--- src/rtl/uart_tx_scheduler_if.sv ---
// APB slave bus plus transmitter start/done handshake for uart_tx_scheduler.
// The slave modport is the scheduler's view; master is the view of whoever drives it.
interface uart_tx_scheduler_if;
    logic       PSEL;
    logic       PENABLE;
    logic       PWRITE;
    logic [7:0] PADDR;
    logic [7:0] PWDATA;
    logic [7:0] PRDATA;
    logic       PREADY;
    logic       PSLVERR;
    logic       tx_start;
    logic [7:0] tx_data;
    logic       tx_done;

    modport slave (
        input  PSEL, PENABLE, PWRITE, PADDR, PWDATA, tx_done,
        output PRDATA, PREADY, PSLVERR, tx_start, tx_data
    );

    modport master (
        output PSEL, PENABLE, PWRITE, PADDR, PWDATA, tx_done,
        input  PRDATA, PREADY, PSLVERR, tx_start, tx_data
    );
endinterface

--- src/rtl/uart_tx_scheduler.sv ---
// APB-fed TX FIFO that hands bytes one at a time to a UART transmitter via
// a start/done handshake, with status/control registers and a level interrupt.
module uart_tx_scheduler #(
    parameter int unsigned DEPTH      = 8,
    parameter int unsigned GAP_CYCLES = 2
) (
    input  logic               PCLK,
    input  logic               PRESET,
    uart_tx_scheduler_if.slave bus,
    output logic               irq
);
    localparam int unsigned     PtrW       = (DEPTH > 1) ? $clog2(DEPTH) : 1;
    localparam logic [PtrW-1:0] LastPtr    = PtrW'(DEPTH - 1);
    localparam logic [3:0]      DepthCnt   = 4'(DEPTH);
    localparam logic [7:0]      GapLast    = 8'(GAP_CYCLES - 1);
    localparam logic [7:0]      AddrData   = 8'h00;
    localparam logic [7:0]      AddrStatus = 8'h01;
    localparam logic [7:0]      AddrCtrl   = 8'h02;

    typedef enum logic [1:0] {StIdle, StStart, StWait, StGap} state_e;

    state_e          state_q, state_d;
    logic [7:0]      mem_q [DEPTH];
    logic [PtrW-1:0] wr_ptr_q, wr_ptr_d, rd_ptr_q, rd_ptr_d;
    logic [3:0]      count_q, count_d;
    logic [7:0]      tx_data_q, tx_data_d;
    logic [7:0]      gap_cnt_q, gap_cnt_d;
    logic            ovf_q, ovf_d;
    logic            en_q, en_d;
    logic            irq_en_q, irq_en_d;
    logic            irq_q, irq_d;

    logic access, sel_data, sel_status, sel_ctrl, mapped;
    logic wr_data, wr_ctrl, empty, full, busy, push, pop;
    logic [7:0] status;

    // APB decode: zero wait states, every access completes in its access phase.
    assign access     = bus.PSEL & bus.PENABLE;
    assign sel_data   = (bus.PADDR == AddrData);
    assign sel_status = (bus.PADDR == AddrStatus);
    assign sel_ctrl   = (bus.PADDR == AddrCtrl);
    assign mapped     = sel_data | sel_status | sel_ctrl;
    assign wr_data    = access & bus.PWRITE & sel_data;
    assign wr_ctrl    = access & bus.PWRITE & sel_ctrl;

    assign empty  = (count_q == 4'd0);
    assign full   = (count_q == DepthCnt);
    assign busy   = (state_q != StIdle);
    assign push   = wr_data & ~full;
    assign pop    = (state_q == StIdle) & en_q & ~empty;
    assign status = {count_q, ovf_q, busy, full, empty};

    assign bus.PREADY   = access;
    assign bus.PSLVERR  = access & ~mapped;
    assign bus.tx_start = (state_q == StStart);
    assign bus.tx_data  = tx_data_q;
    assign irq          = irq_q;

    always_comb begin
        bus.PRDATA = 8'h00;
        if (access && !bus.PWRITE) begin
            if (sel_status) begin
                bus.PRDATA = status;
            end else if (sel_ctrl) begin
                bus.PRDATA = {6'd0, irq_en_q, en_q};
            end
        end
    end

    always_comb begin
        wr_ptr_d = wr_ptr_q;
        rd_ptr_d = rd_ptr_q;
        count_d  = count_q;
        en_d     = en_q;
        irq_en_d = irq_en_q;
        ovf_d    = ovf_q;
        if (push) wr_ptr_d = (wr_ptr_q == LastPtr) ? '0 : wr_ptr_q + 1'b1;
        if (pop)  rd_ptr_d = (rd_ptr_q == LastPtr) ? '0 : rd_ptr_q + 1'b1;
        if (push && !pop) begin
            count_d = count_q + 4'd1;
        end else if (pop && !push) begin
            count_d = count_q - 4'd1;
        end
        if (wr_ctrl) begin
            en_d     = bus.PWDATA[0];
            irq_en_d = bus.PWDATA[1];
        end
        // A dropped push outranks a simultaneous clear request.
        if (wr_data && full) begin
            ovf_d = 1'b1;
        end else if (wr_ctrl && bus.PWDATA[2]) begin
            ovf_d = 1'b0;
        end
        irq_d = irq_en_q & ((empty & ~busy) | ovf_q);
    end

    always_comb begin
        state_d   = state_q;
        gap_cnt_d = gap_cnt_q;
        tx_data_d = tx_data_q;
        unique case (state_q)
            StIdle: begin
                if (pop) begin
                    tx_data_d = mem_q[rd_ptr_q];
                    state_d   = StStart;
                end
            end
            StStart: state_d = StWait;
            StWait: begin
                if (bus.tx_done) begin
                    gap_cnt_d = 8'd0;
                    state_d   = (GAP_CYCLES == 0) ? StIdle : StGap;
                end
            end
            StGap: begin
                if (gap_cnt_q == GapLast) begin
                    state_d = StIdle;
                end else begin
                    gap_cnt_d = gap_cnt_q + 8'd1;
                end
            end
            default: state_d = StIdle;
        endcase
    end

    // Storage is not reset; pointers and count define what is valid.
    always_ff @(posedge PCLK) begin
        if (push) mem_q[wr_ptr_q] <= bus.PWDATA;
    end

    always_ff @(posedge PCLK or posedge PRESET) begin
        if (PRESET) begin
            state_q   <= StIdle;
            wr_ptr_q  <= '0;
            rd_ptr_q  <= '0;
            count_q   <= 4'd0;
            tx_data_q <= 8'h00;
            gap_cnt_q <= 8'd0;
            ovf_q     <= 1'b0;
            en_q      <= 1'b0;
            irq_en_q  <= 1'b0;
            irq_q     <= 1'b0;
        end else begin
            state_q   <= state_d;
            wr_ptr_q  <= wr_ptr_d;
            rd_ptr_q  <= rd_ptr_d;
            count_q   <= count_d;
            tx_data_q <= tx_data_d;
            gap_cnt_q <= gap_cnt_d;
            ovf_q     <= ovf_d;
            en_q      <= en_d;
            irq_en_q  <= irq_en_d;
            irq_q     <= irq_d;
        end
    end
endmodule

--- src/flat_wrapper.sv ---
// flat-port wrapper written by rule: the top's interface ports become plain ports
module uart_tx_scheduler_flat 
#(
    parameter int unsigned DEPTH      = 8,
    parameter int unsigned GAP_CYCLES = 2
)
  (PCLK, PRESET, irq, bus_PSEL, bus_PENABLE, bus_PWRITE, bus_PADDR, bus_PWDATA, bus_tx_done, bus_PRDATA, bus_PREADY, bus_PSLVERR, bus_tx_start, bus_tx_data);
  uart_tx_scheduler_if bus_i ();
  input  logic PCLK;
  input  logic PRESET;
  output logic irq;
  input wire logic [$bits(bus_i.PSEL)-1:0] bus_PSEL;
  input wire logic [$bits(bus_i.PENABLE)-1:0] bus_PENABLE;
  input wire logic [$bits(bus_i.PWRITE)-1:0] bus_PWRITE;
  input wire logic [$bits(bus_i.PADDR)-1:0] bus_PADDR;
  input wire logic [$bits(bus_i.PWDATA)-1:0] bus_PWDATA;
  input wire logic [$bits(bus_i.tx_done)-1:0] bus_tx_done;
  output wire logic [$bits(bus_i.PRDATA)-1:0] bus_PRDATA;
  output wire logic [$bits(bus_i.PREADY)-1:0] bus_PREADY;
  output wire logic [$bits(bus_i.PSLVERR)-1:0] bus_PSLVERR;
  output wire logic [$bits(bus_i.tx_start)-1:0] bus_tx_start;
  output wire logic [$bits(bus_i.tx_data)-1:0] bus_tx_data;
  assign bus_i.PSEL = bus_PSEL;
  assign bus_i.PENABLE = bus_PENABLE;
  assign bus_i.PWRITE = bus_PWRITE;
  assign bus_i.PADDR = bus_PADDR;
  assign bus_i.PWDATA = bus_PWDATA;
  assign bus_i.tx_done = bus_tx_done;
  assign bus_PRDATA = bus_i.PRDATA;
  assign bus_PREADY = bus_i.PREADY;
  assign bus_PSLVERR = bus_i.PSLVERR;
  assign bus_tx_start = bus_i.tx_start;
  assign bus_tx_data = bus_i.tx_data;
  uart_tx_scheduler #(.DEPTH(DEPTH), .GAP_CYCLES(GAP_CYCLES)) u_core (.PCLK(PCLK), .PRESET(PRESET), .bus(bus_i), .irq(irq));
endmodule
--- config.mk ---
export PLATFORM = sky130hd
export DESIGN_NAME = uart_tx_scheduler_flat
export DESIGN_NICKNAME = d
export VERILOG_FILES = /design/src/rtl/uart_tx_scheduler_if.sv /design/src/rtl/uart_tx_scheduler.sv /design/src/flat_wrapper.sv
export SDC_FILE = /design/constraint.sdc
export NUM_CORES = 1
export LEC_CHECK = 0
export BUFFER_PORTS_ARGS = -buffer_cell sky130_fd_sc_hd__buf_2
export CAP_MARGIN = 25
export CORE_MARGIN = 2
export CORE_UTILIZATION = 45
export DETAILED_ROUTE_END_ITERATION = 8
export PLACE_DENSITY = 0.68
export SLEW_MARGIN = 20
export SYNTH_ARGS = -nofsm -noshare
export SYNTH_HDL_FRONTEND = slang
export SYNTH_SLANG_ARGS = --single-unit
--- constraint.sdc ---
create_clock -name PCLK -period 6.4 [get_ports PCLK]
set_clock_uncertainty 0.05 [all_clocks]
set_input_delay 0.96 -clock PCLK [delete_from_list [all_inputs] [get_ports PCLK]]
set_output_delay 0.96 -clock PCLK [all_outputs]
set_load 0.05 [all_outputs]
==> results by group <==
GRT
  – Wire length of the first global-routing pass: 12540 um
  – Overall fraction of global-route tracks in use: 16.40%
  – Initial antenna violation count: 0
  – Congestion Overflow GR: 0
  – Largest net degree at the start of global routing: 33
  – Number of global-route vias before repair: 2412

Clock tree
  – Number of clock sinks: 96
  – TritonCTS clock tree: yes
  – Num CTS Buffers: 9
  – CTS resizes: 0
  – Maximum clock insertion buffer count: 2
  – Number of H-tree branching levels: 3
  – Setup Buffers After CTS: 0
  – Clock tree root driver cell: clkbuf_8
  – Worst-skew pair later-pin latency: 0.35 ns
  – Hold_buf cts: 0
  – Clock-pin transition on the worst setup and hold timing paths: 0.09 ns

Detailed routing
  – DRC violations left: 0
  – Detailed Routing Iterations Pass 1: 4
  – Remaining antenna violation count: 0
  – Avg WL per Cell: 16.23 um
  – First-iteration detailed-routing DRC count: approximately 140
  – Detailed-route via count: approximately 2400
  – Avg Vias per Cell: 5.227
  – Overall routed net length: ~7600 um

STA
  – Slew Viols, Final: 0
  – Final period utilization: 54.91%
  – Total negative setup slack: 0 ns
  – Worst Tran Pin Value: 0.9610 ns
  – Slew HR: 35.69%
  – Count of endpoints failing setup in the final report: 0
  – Setup repair after global routing missed its margin: false
  – Highest Clock Rate: 284.5 MHz
  – Clock period minus final worst setup slack: 3.514 ns
  – Count of final hold-check violations: 0

Worst setup path
  – Worst endpoint required time: 5.39 ns
  – Critical path peak fanout: 6
  – Slack of the worst reg-to-reg path: roughly 3.2 ns
  – Worst EP arrival: 2.50 ns
  – Class of the most critical setup path: input port to primary output
  – Startpoint kind of the worst setup timing path: input port
  – Crit. End Element: primary output

Cells and area
  – Proportion of layout cells with a drive suffix above 1: 28.40%
  – Area added between synthesis and finish: 13.61%
  – Commonest cells after routing, fill and taps aside: edfxtp_1 (64), buf_2 (41), dfrtp_1 (32)
  – Most common cell after layout, fill and taps aside: edfxtp_1
  – Diodes inserted: 0
  – Final-stage net count: 370
  – Number of filler instances in the final layout: between 700 and 800

Pwr
  – Combinational group share of total power: 19.0%
  – Reg power frac: a little over half
  – Cell Int Power: 0.9269 mW
  – Power density cells: 273.4 mW/mm^2
  – Largest vdd supply drop: 0.09589 mV
  – Net switching fraction of the power: 30.17%
  – Total leakage power: 1.861 nW
  – Reported net switching power: 0.4005 mW
  – Final total power: 1.327 mW
  – Part of the power in the clock network: 26.3%

Floorplanning
  – Die Span Y: 101.5 um
  – Number of placed I/O pins: 42
  – Initial core utilization: 46.26%
  – DIE AREA: 0.01029 mm^2
  – Placeable Area: 0.009240 mm^2
  – Placement Rows: 35
  – Die Wd: 101.5 um

Run status
  – Run status: finished clean

Logic synthesis
  – Instance count of the mapped netlist: between 200 and 300
  – Netlist area before placement: 0.004274 mm^2
  – Number of distinct library cells after synthesis: 44
  – Post-synth net total: roughly 320
  – Fraction of the yosys area taken by sequential cells: around 64%
  – Count of yosys warnings during synthesis: 0
  – FF+latch count, synth: 96
  – Syn Area/Cell: 15.05 um^2

Placement
  – RD Place Congestion: 0.7492
  – Port Buf Inserts: 41
  – HPWL after detailed placement: 5039 um

Worst hold path
  – Kind of path behind the tightest hold check: flop to flop

Run
  – Maxcap violations: 0
==> worst paths after layout <==
kind | start | end | cells after the start
max | bus_PADDR[7] | bus_PRDATA[4] | 6
min | u_core.bus.tx_data[0] | u_core.bus.tx_data[0] | 2
max reg2reg | u_core.count_q[1] | u_core.count_q[3] | 9
min reg2reg | u_core.bus.tx_data[0] | u_core.bus.tx_data[0] | 2
max in group asynchronous | PRESET | u_core.wr_ptr_q[1] | 3
min in group asynchronous | PRESET | u_core.irq | 3
==> kinds of logic after synthesis <==
group | count (synthesis) | share of synthesized area, %
flops | 96 | 63.70
simple gates | 73 | 9.544
compound gates | 39 | 5.562
mux | 38 | 14.14
buf+inv | 21 | 2.078
fa+ha+maj | 15 | 4.567
xor+xnor | 2 | 0.4099
==> Yosys cell counts (all sizes together) <==
master   number  area (um^2)
a2111oi       1        8.760
a21o          1        7.510
a21oi        11        55.05
a221o         1        10.01
a22oi         2        15.01
a31o          1        8.760
a31oi         2        12.51
a41oi         1        8.760
and2          8        50.05
and3          1        6.260
and4          1        8.760
buf           4        25.02
clkbuf        5        18.77
dfrtp        32        800.8
edfxtp       64         1922
fa            1        20.02
ha           14        175.2
inv          12        45.04
mux2         10        123.9
mux2i        12        120.1
mux4         16        360.4
nand2        13        48.80
nand2b        3        18.77
nand3         4        20.02
nand3b        1        7.510
nand4         1        12.51
nor2         18        67.56
nor2b         3        18.77
nor3          9        45.04
nor3b         2        15.01
nor4          3        33.78
nor4b         3        32.53
o21ai        13        65.06
o31ai         5        37.54
o41ai         1        8.760
or2           1        6.260
or3           1        6.260
or4b          1        10.01
xnor2         2        17.52
==> layer usage <==
metal / GRT usage (%) / vias up / share of wire (%)
li1: - / 1185 / -
met1: 21.81 / 1215 / 45
met2: 27.15 / 33 / 50
met3: 3.106 / 8 / 3.3
met4: 5.925 / 0 / 1.4
met5: 0 / - / 0
==> flip-flops by register name, indices dropped and copies added, names as in the netlist <==
name	cells
u_core.bus.tx_data	8
u_core.count_q	4
u_core.en_q	1
u_core.gap_cnt_q	8
u_core.irq	1
u_core.irq_en_q	1
u_core.mem_q	64
u_core.ovf_q	1
u_core.rd_ptr_q	3
u_core.state_q	2
u_core.wr_ptr_q	3
==> cell type report <==
type | count | area [um^2] | area share (%)
flip-flops and latches | 96 | 2723 | 56.07
multi-input cells | 167 | 1488 | 30.64
repair buffers | 47 | 270.3 | 5.566
well taps | 129 | 161.4 | 3.324
clock buffers | 10 | 127.6 | 2.628
inverters | 12 | 45.04 | 0.9276
clock inverters | 6 | 41.29 | 0.8503
==> per-stage QoR <==
stage                     hold WS (ns)  cells  instance area [um^2]  setup WS (ns)  utilization, %
final                           0.4768    467                  4856          2.886           52.55
after global routing            0.4978    467                  4856          2.675           52.55
after CTS                       0.4806    467                  4847          2.863           52.46
after detailed placement        0.4605    451                  4678          2.559           50.63
after global placement          0.4405    450                  4651          2.680           50.33
after floorplan                 0.4023    284                  4274          2.721               -
==> critical path, stage by stage <==
cell and delay, ns:
buf_2 0.11, nor4_4 0.32, nand3_1 0.18, nor3b_1 0.46, and2_1 0.21, buf_2 0.26
==> power by group through the flow <==
| stage | Sequential, mW | Combinational [mW] | Clock, mW |
|---|---|---|---|
| after detailed placement | 0.740 | 0.254 | 0 |
| after floorplan | 0.769 | 0.160 | 0 |
| final | 0.727 | 0.252 | 0.349 |
| after global routing | 0.733 | 0.286 | 0.388 |
| after CTS | 0.727 | 0.255 | 0.364 |
| after global placement | 0.741 | 0.248 | 0 |
Power figures use the tool's default switching activity.
